==> config.mk <==
export PLATFORM = sky130hd
export DESIGN_NAME = axi_ar_delay_fifo
export DESIGN_NICKNAME = d
export VERILOG_FILES = /design/src/rtl/axi_ar_delay_fifo.sv
export SDC_FILE = /design/constraint.sdc
export NUM_CORES = 2
export LEC_CHECK = 0
export CAP_MARGIN = 20
export CORE_MARGIN = 2
export CORE_UTILIZATION = 55
export DETAILED_ROUTE_END_ITERATION = 12
export PLACE_DENSITY_LB_ADDON = 0.12
export SYNTH_ARGS = -nofsm -noshare
export SYNTH_HDL_FRONTEND = slang
export SYNTH_SLANG_ARGS = --single-unit
==> constraint.sdc <==
create_clock -name cpu_clk -period 4.3 [get_ports cpu_clk]
set_clock_uncertainty 0.2 [all_clocks]
set_input_delay 1.29 -clock cpu_clk [delete_from_list [all_inputs] [get_ports cpu_clk]]
set_output_delay 1.29 -clock cpu_clk [all_outputs]
set_load 0.02 [all_outputs]
==> src/rtl/axi_ar_delay_fifo.sv <==
`timescale 1ns/1ps
`default_nettype none
// +----------------------------------------------------------------------------+
// | axi_ar_delay_fifo                                                          |
// | In-order AXI AR buffer; cacheable requests inside a programmable address   |
// | window are held for cfg_delay cycles. Optional combinational bypass for    |
// | an empty FIFO: define AXI_AR_DLY_BYPASS_EN.                                |
// | Revision: 1.0                                                              |
// +----------------------------------------------------------------------------+
module axi_ar_delay_fifo #(
    parameter int DEPTH  = 8,
    parameter int ADDR_W = 40,
    parameter int ID_W   = 8,
    parameter int DLY_W  = 16,
    parameter int CNT_W  = $clog2(DEPTH + 1)
) (
    input  logic              cpu_clk,
    input  logic              cpu_rst_b,
    input  logic [ADDR_W-1:0] s_araddr,
    input  logic [1:0]        s_arburst,
    input  logic [3:0]        s_arcache,
    input  logic [ID_W-1:0]   s_arid,
    input  logic [7:0]        s_arlen,
    input  logic              s_arlock,
    input  logic [2:0]        s_arprot,
    input  logic [2:0]        s_arsize,
    input  logic              s_arvalid,
    output logic              s_arready,
    output logic [ADDR_W-1:0] m_araddr,
    output logic [1:0]        m_arburst,
    output logic [3:0]        m_arcache,
    output logic [ID_W-1:0]   m_arid,
    output logic [7:0]        m_arlen,
    output logic              m_arlock,
    output logic [2:0]        m_arprot,
    output logic [2:0]        m_arsize,
    output logic              m_artrust,
    output logic              m_arvalid,
    input  logic              m_arready,
    input  logic              cfg_dly_en,
    input  logic [ADDR_W-1:0] cfg_win_lo,
    input  logic [ADDR_W-1:0] cfg_win_hi,
    input  logic [DLY_W-1:0]  cfg_delay,
    output logic [CNT_W-1:0]  fifo_cnt,
    output logic              fifo_full,
    output logic              fifo_empty
);

    localparam int PTR_W = $clog2(DEPTH);
    localparam int PAY_W = ADDR_W + ID_W + 21;

    logic [PAY_W-1:0] r_pay [DEPTH];
    logic             r_vld [DEPTH];
    logic [DLY_W-1:0] r_dly [DEPTH];
    logic [PTR_W-1:0] r_wptr;
    logic [PTR_W-1:0] r_rptr;
    logic [CNT_W-1:0] r_cnt;

    logic             w_full;
    logic             w_empty;
    logic             w_hit;
    logic             w_push;
    logic             w_pop;
    logic             w_head_rdy;
    logic [PAY_W-1:0] w_s_pay;
    logic [PAY_W-1:0] w_out_pay;

    assign w_full  = (r_cnt == CNT_W'(DEPTH));
    assign w_empty = (r_cnt == '0);

    // Unsigned inclusive window; lo > hi naturally yields no hits.
    assign w_hit = cfg_dly_en && s_arcache[1]
                 && (s_araddr >= cfg_win_lo) && (s_araddr <= cfg_win_hi);

    assign w_s_pay    = {s_araddr, s_arburst, s_arcache, s_arid,
                         s_arlen, s_arlock, s_arprot, s_arsize};
    assign w_head_rdy = r_vld[r_rptr] && (r_dly[r_rptr] == '0);
    assign w_pop      = w_head_rdy && m_arready;

    // Ready is a function of registered occupancy only.
    assign s_arready = !w_full;

`ifdef AXI_AR_DLY_BYPASS_EN
    logic w_byp;

    // An empty FIFO can always absorb a stalled bypass request, so ready
    // stays high and the request is captured only when downstream stalls.
    assign w_byp     = cpu_rst_b && w_empty && !w_hit;
    assign w_push    = s_arvalid && !w_full && !(w_byp && m_arready);
    assign m_arvalid = w_byp ? s_arvalid : w_head_rdy;
    assign w_out_pay = w_byp ? w_s_pay : r_pay[r_rptr];
`else
    assign w_push    = s_arvalid && !w_full;
    assign m_arvalid = w_head_rdy;
    assign w_out_pay = r_pay[r_rptr];
`endif

    assign {m_araddr, m_arburst, m_arcache, m_arid,
            m_arlen, m_arlock, m_arprot, m_arsize} = w_out_pay;
    assign m_artrust  = 1'b0;
    assign fifo_cnt   = r_cnt;
    assign fifo_full  = w_full;
    assign fifo_empty = w_empty;

    always_ff @(posedge cpu_clk or negedge cpu_rst_b) begin
        if (!cpu_rst_b) begin
            r_wptr <= '0;
            r_rptr <= '0;
            r_cnt  <= '0;
        end else begin
            if (w_push) begin
                r_wptr <= r_wptr + 1'b1;
            end
            if (w_pop) begin
                r_rptr <= r_rptr + 1'b1;
            end
            if (w_push && !w_pop) begin
                r_cnt <= r_cnt + 1'b1;
            end else if (w_pop && !w_push) begin
                r_cnt <= r_cnt - 1'b1;
            end
        end
    end

    for (genvar gi = 0; gi < DEPTH; gi++) begin : g_entry
        logic w_wr;
        logic w_rd;

        assign w_wr = w_push && (r_wptr == PTR_W'(gi));
        assign w_rd = w_pop && (r_rptr == PTR_W'(gi));

        // Every entry counts down on its own, regardless of head position.
        always_ff @(posedge cpu_clk or negedge cpu_rst_b) begin
            if (!cpu_rst_b) begin
                r_vld[gi] <= 1'b0;
                r_dly[gi] <= '0;
                r_pay[gi] <= '0;
            end else if (w_wr) begin
                r_vld[gi] <= 1'b1;
                r_dly[gi] <= w_hit ? cfg_delay : '0;
                r_pay[gi] <= w_s_pay;
            end else begin
                if (w_rd) begin
                    r_vld[gi] <= 1'b0;
                end
                if (r_vld[gi] && (r_dly[gi] != '0)) begin
                    r_dly[gi] <= r_dly[gi] - 1'b1;
                end
            end
        end
    end

endmodule
`default_nettype wire

Yosys cells after proc, flatten, opt, wreduce, memory -nomap -nowiden
Cells that the tools add are included.
Word-level totals
  register bits: 698
  bits in latches: 0
  RAM bits: 0
  ROM bits: 0
  input bits: 170
  output and inout bits: 78
  logic and storage cells: 166
  memories: 0
Cells by class
  $add $sub $neg: 12
  $mul: 0
  divide/modulo/power cells: 0
  $lt $le $gt $ge: 3
  equality and inequality tests: 15
  shift-type cells: 0
  muxes and demuxes: 44
  bitwise gates (word level): 1
  reductions and logical operators: 64
Operators by type and width (number)
  $mux 16: 19
  $bmux 69 s3: 1
  $mux 69: 2
  $reduce_bool 16->1: 8
  $sub 16x1->16 const B: 8
  $bmux 16 s3: 1
  $ge 40x40->1: 1
  $le 40x40->1: 1
  $reduce_bool 2->1: 17
  $logic_and 1x1->1: 32
  $eq 3x3->1 const B: 8
  $mux 1: 18
  $logic_not 16->1: 1
  $eq 3x2->1 const B: 4
  $mux 4: 2
  $add 3x1->3 const B: 2
  $eq 3x1->1 const B: 2
  $logic_not 3->1: 2
  $add 4x1->4 const B: 1
  $eq 4x4->1 const B: 1
  $ge 4x4->1 const B: 1
  $logic_not 4->1: 1
  $not 3->4: 1
  $sub 4x1->4 const B: 1
  2 further kinds: 4

Logic depth before layout (Yosys ltp)
  depth after elaboration: 10
  depth in mapped cells: 16
  mapped depth without buffers: 14

Least setup slack after synthesis
OpenSTA, ideal clock, no wires.
  kind: register to output
  start point: register r_rptr[0]
  end point: output port m_araddr[20]
  data arrival time: 2.264 ns
  required time: 2.810 ns
  slack: 0.546 ns
  cell stages (with the launch flop): 7
  path buffers: 3
  cell sequence: dfrtp_1 -> clkbuf_1 -> buf_2 -> buf_1 -> mux4_2 -> nand2_1 -> nand2_1
Between the ends
  cells in the longest elaborated chain, start to end: 4
RTL lines
  start: declaration: line 56  | logic [PTR_W-1:0] r_rptr;
  start signal: assignment: line 115  | r_rptr <= r_rptr + 1'b1;
  $not 3->4 (implied by the code): line 95  | assign w_out_pay = r_pay[r_rptr];
  $bmux 69 s3: line 95
  $mux 69 (implied by the code) (2 in series): line 95
  end: declaration: line 29  | output logic [ADDR_W-1:0] m_araddr,
No other way between the ends. The select of a mux whose other input is x is not followed.

Worst setup path in the final report
  start point: register r_dly[4] (netlist bit)
  end point: output port m_arvalid
Between the ends
  cells in the longest elaborated chain, start to end: 5
RTL lines
  start: declaration: line 54  | logic [DLY_W-1:0] r_dly [DEPTH];
  start signal: indexed assignment: line 140  | r_dly[gi] <= w_hit ? cfg_delay : '0;
  start signal: indexed assignment: line 147  | r_dly[gi] <= r_dly[gi] - 1'b1;
  $bmux 16 s3: line 77  | assign w_head_rdy = r_vld[r_rptr] && (r_dly[r_rptr] == '0);
  $mux 16 (implied by the code) (2 in series): line 77
  $logic_not 16->1: line 77
  $logic_and 1x1->1: line 77
  end: declaration: line 38  | output logic m_arvalid,
No other way between the ends. The select of a mux whose other input is x is not followed.

==> results.yml <==
timing:
  setup_viol: 0
  hold_viol_final: 0
  fin_crit_ps: 4270
  worst_pin_slew_ps: 1020
  final.setup.tns_ps: 0
  hold_ws_ps: 269
  final.period_utilization_pct: 99.2
  slew_viol_final: 0
  max_freq_ghz: 0.234
  maxSlewHeadroom_pct: 31.8
yosys:
  yosys-top-cells-count: "nand2_1, dfrtp_1, mux2_2"
  synthesis.area_mm2: 0.0349
  yosysSeqAreaShare_pct: 50.1
  avgSynthCellArea_um2: 10.9
  synth_seq_cells: 698
  synth_nets: 3487
  async_reset_ff_share_pct: 100
  netlist_instances: 3213
  synth_edf_count: 0
  synth.most_common_cell: "nand2_1"
  post_synth_num_cell_types: 75
  synth_ff_type: "dfrtp_1"
  synth_area_leaders: "dfrtp_1, mux2_2, nand2_1, mux4_2, ha_1"
  yosys.area.top_type: "dfrtp_1"
  yosys_warnings: 0
  yosys.area.top_type_share_pct: 50.1
clock_tree:
  cts_made_buffers: 74
  clk_pin_slew_ps: 60
  cts_sinks: 698
  cts.path.max_buffers: 3
  cts_hold_buf: 0
  cts_tree: "built"
  insertion_delay_ps: 620
  cts.htree.levels: 3
  root_buffer: "clkbuf_16"
routing:
  wirelength_mm: 103
  dr_total_vias: 26400
  viasPerCell: 5.90
  drt_iter0_drc: 2434
  drc: 0
  ant_nets: 0
  first_pass_iters: 5
  routedWlPerCell_um: 22.9
cells_and_area:
  nets: 3855
  finalInstanceArea_mm2: 0.0426
  syn_to_final_growth_pct: 22.1
  drive_gt1_share_pct: 23.7
  fillCellCount: 4741
  num_antenna_cells: 0
placement:
  gp_congestion: 0.973
  detailed_place_hpwl_mm: 66.4
  detailed_place.area_mm2: 0.0397
  portBuffers: 246
critical_path:
  worstReg2RegEnd: "fifo_cnt[3]"
  cp_data_arrival_time_ps: 2780
  crit_start: "r_dly[4]"
  path_max_fanout: 4
  ff2ff_setup_slack_ps: 400
  critical_path.startpoint_type: "flip-flop"
  crit_family: "simple AND/OR/NAND/NOR gates"
  worstRegToRegCells: 14
  end_kind: "primary output"
  max_stage_delay_ps: 570
  cp_num_buf_inv: 2
  timing.critical_path.mode_cell: "nor2_2"
  cp_cell_sequence: "or4_4 > or3_4 > o311ai_4 > nor2_2 > nor2_2 > buf_4 > buf_2"
  cp_data_required_time_ps: 2810
  rr_startpoint: "r_dly[4]"
  critical_path_class: "reg2out"
  critical-path-slowest-cell: "or4_4"
  crit_cells: 7
pwr:
  p_per_area_mw_per_mm2: 718
  power_leakage_nw: 20.2
  irDropWorstVdd_uv: 455
  power_mw: 30.6
grt:
  grt_max_degree: 99
  first_global_vias: 28000
  grt_use_total_pct: 31.6
  grt_pass1_wl_mm: 161
  grt_antenna_before_repair: 3
  grt_overflow: 0
floorplan:
  rows: 92
  core_mm2: 0.0629
  num_io_pins: 248
  initial_utilization_pct: 55.5
  die-height_um: 256
  fp.dieW_um: 256
  dieArea_mm2: 0.0655
hold_path:
  hold_end: "r_pay[115]"
  min_path_type: "reg2reg"
  whs_path_depth: 2
  min_from: "r_pay[115]"
outcome:
  run_status: "finished, final reports clean"
flow_run:
  cap_violations: 0
[worst max path at each step]
stage	end
finish	m_arvalid
detailed placement	r_dly[38]
global placement	r_dly[38]
global route	m_arvalid
floorplan	m_araddr[20]
CTS	m_arvalid
[report_power, final]
group | internal [mW] | switching (mW) | total [mW]
sequential | 9.72 | 1.93 | 11.7
combinational | 6.18 | 6.11 | 12.3
clock | 3.95 | 2.70 | 6.65
[logic make-up after synthesis]
logic type | synth area share [%]
adders and majority gates | 3.75
AOI/OAI and AO/OA | 4.15
buffers and inverters | 3.06
xor gates and xnor gates | 2.74
other | 0.0107
muxes | 20.9
DFF | 50.1
and+or+nand+nor | 15.3
[tightest hold or removal path, stage by stage, from the launching register on]
cell and delay [ps]:
dfrtp_1 330, nand2_1 50, nand2_1 60
[placed cells by master, fill, tap and decap left out, types with 7 or more instances in the layout]
cell / instances
nor3_1: 46
o21ai_0: 99
nand2_1: 973
inv_1: 114
ha_1: 103
mux4_2: 138
o21ai_1: 33
nor4_1: 25
or3_1: 9
buf_4: 168
xnor2_1: 49
clkbuf_16: 78
and3_1: 19
xor2_1: 60
or4_4: 9
clkbuf_1: 21
dlygate4sd2_1: 26
buf_12: 38
a21oi_1: 46
or4_1: 11
dfrtp_1: 691
clkbuf_8: 13
clkdlybuf4s50_1: 205
dlymetal6s2s_1: 10
nand3_1: 38
bufinv_16: 7
clkinv_2: 11
nand4_1: 22
mux2i_1: 32
nor2_1: 55
mux2_2: 342
[metal layers]
| layer | routed length, um | vias up | global-route usage [%] |
|---|---|---|---|
| li1 | - | 11800 | - |
| met1 | 43700 | 13500 | 43.0 |
| met2 | 49500 | 986 | 52.1 |
| met3 | 6330 | 181 | 4.88 |
| met4 | 3020 | 0 | 11.4 |
| met5 | 0 | - | 0 |
[final cells by class]
class	count	area (um^2)	area share, %
Tap cell	846	1060	2.49
Sequential cell	698	17500	41.1
Inverter	115	433	1.02
Multi-Input combinational cell	2236	16500	38.8
Clock inverter	23	338	0.793
Timing Repair Buffer	456	4550	10.7
Clock buffer	111	2180	5.13
[sequential cells by signal, indices dropped and copies added, names as in the netlist]
register	count
r_dly	128
r_vld	8
r_wptr	3
r_rptr	3
r_pay	552
fifo_cnt	4
[per-stage QoR]
step | setup WS (ps) | util [%] | cells
finish | 32.9 | 67.8 | 4485
global route | -29.1 | 67.8 | 4485
CTS | -124 | 67.5 | 4472
detailed placement | -403 | 63.2 | 4325
global placement | -261 | 63.2 | 4325
floorplan | 546 | - | 3213
[repair_timing]
item                       4_1_cts  5_1_grt
resized for setup               48       33
setup buffers                   12       13
setup endpoints to repair       54       51
cloned                           1        1
pin swaps                        5       11
Note: power is estimated with default switching activity, not from simulation.
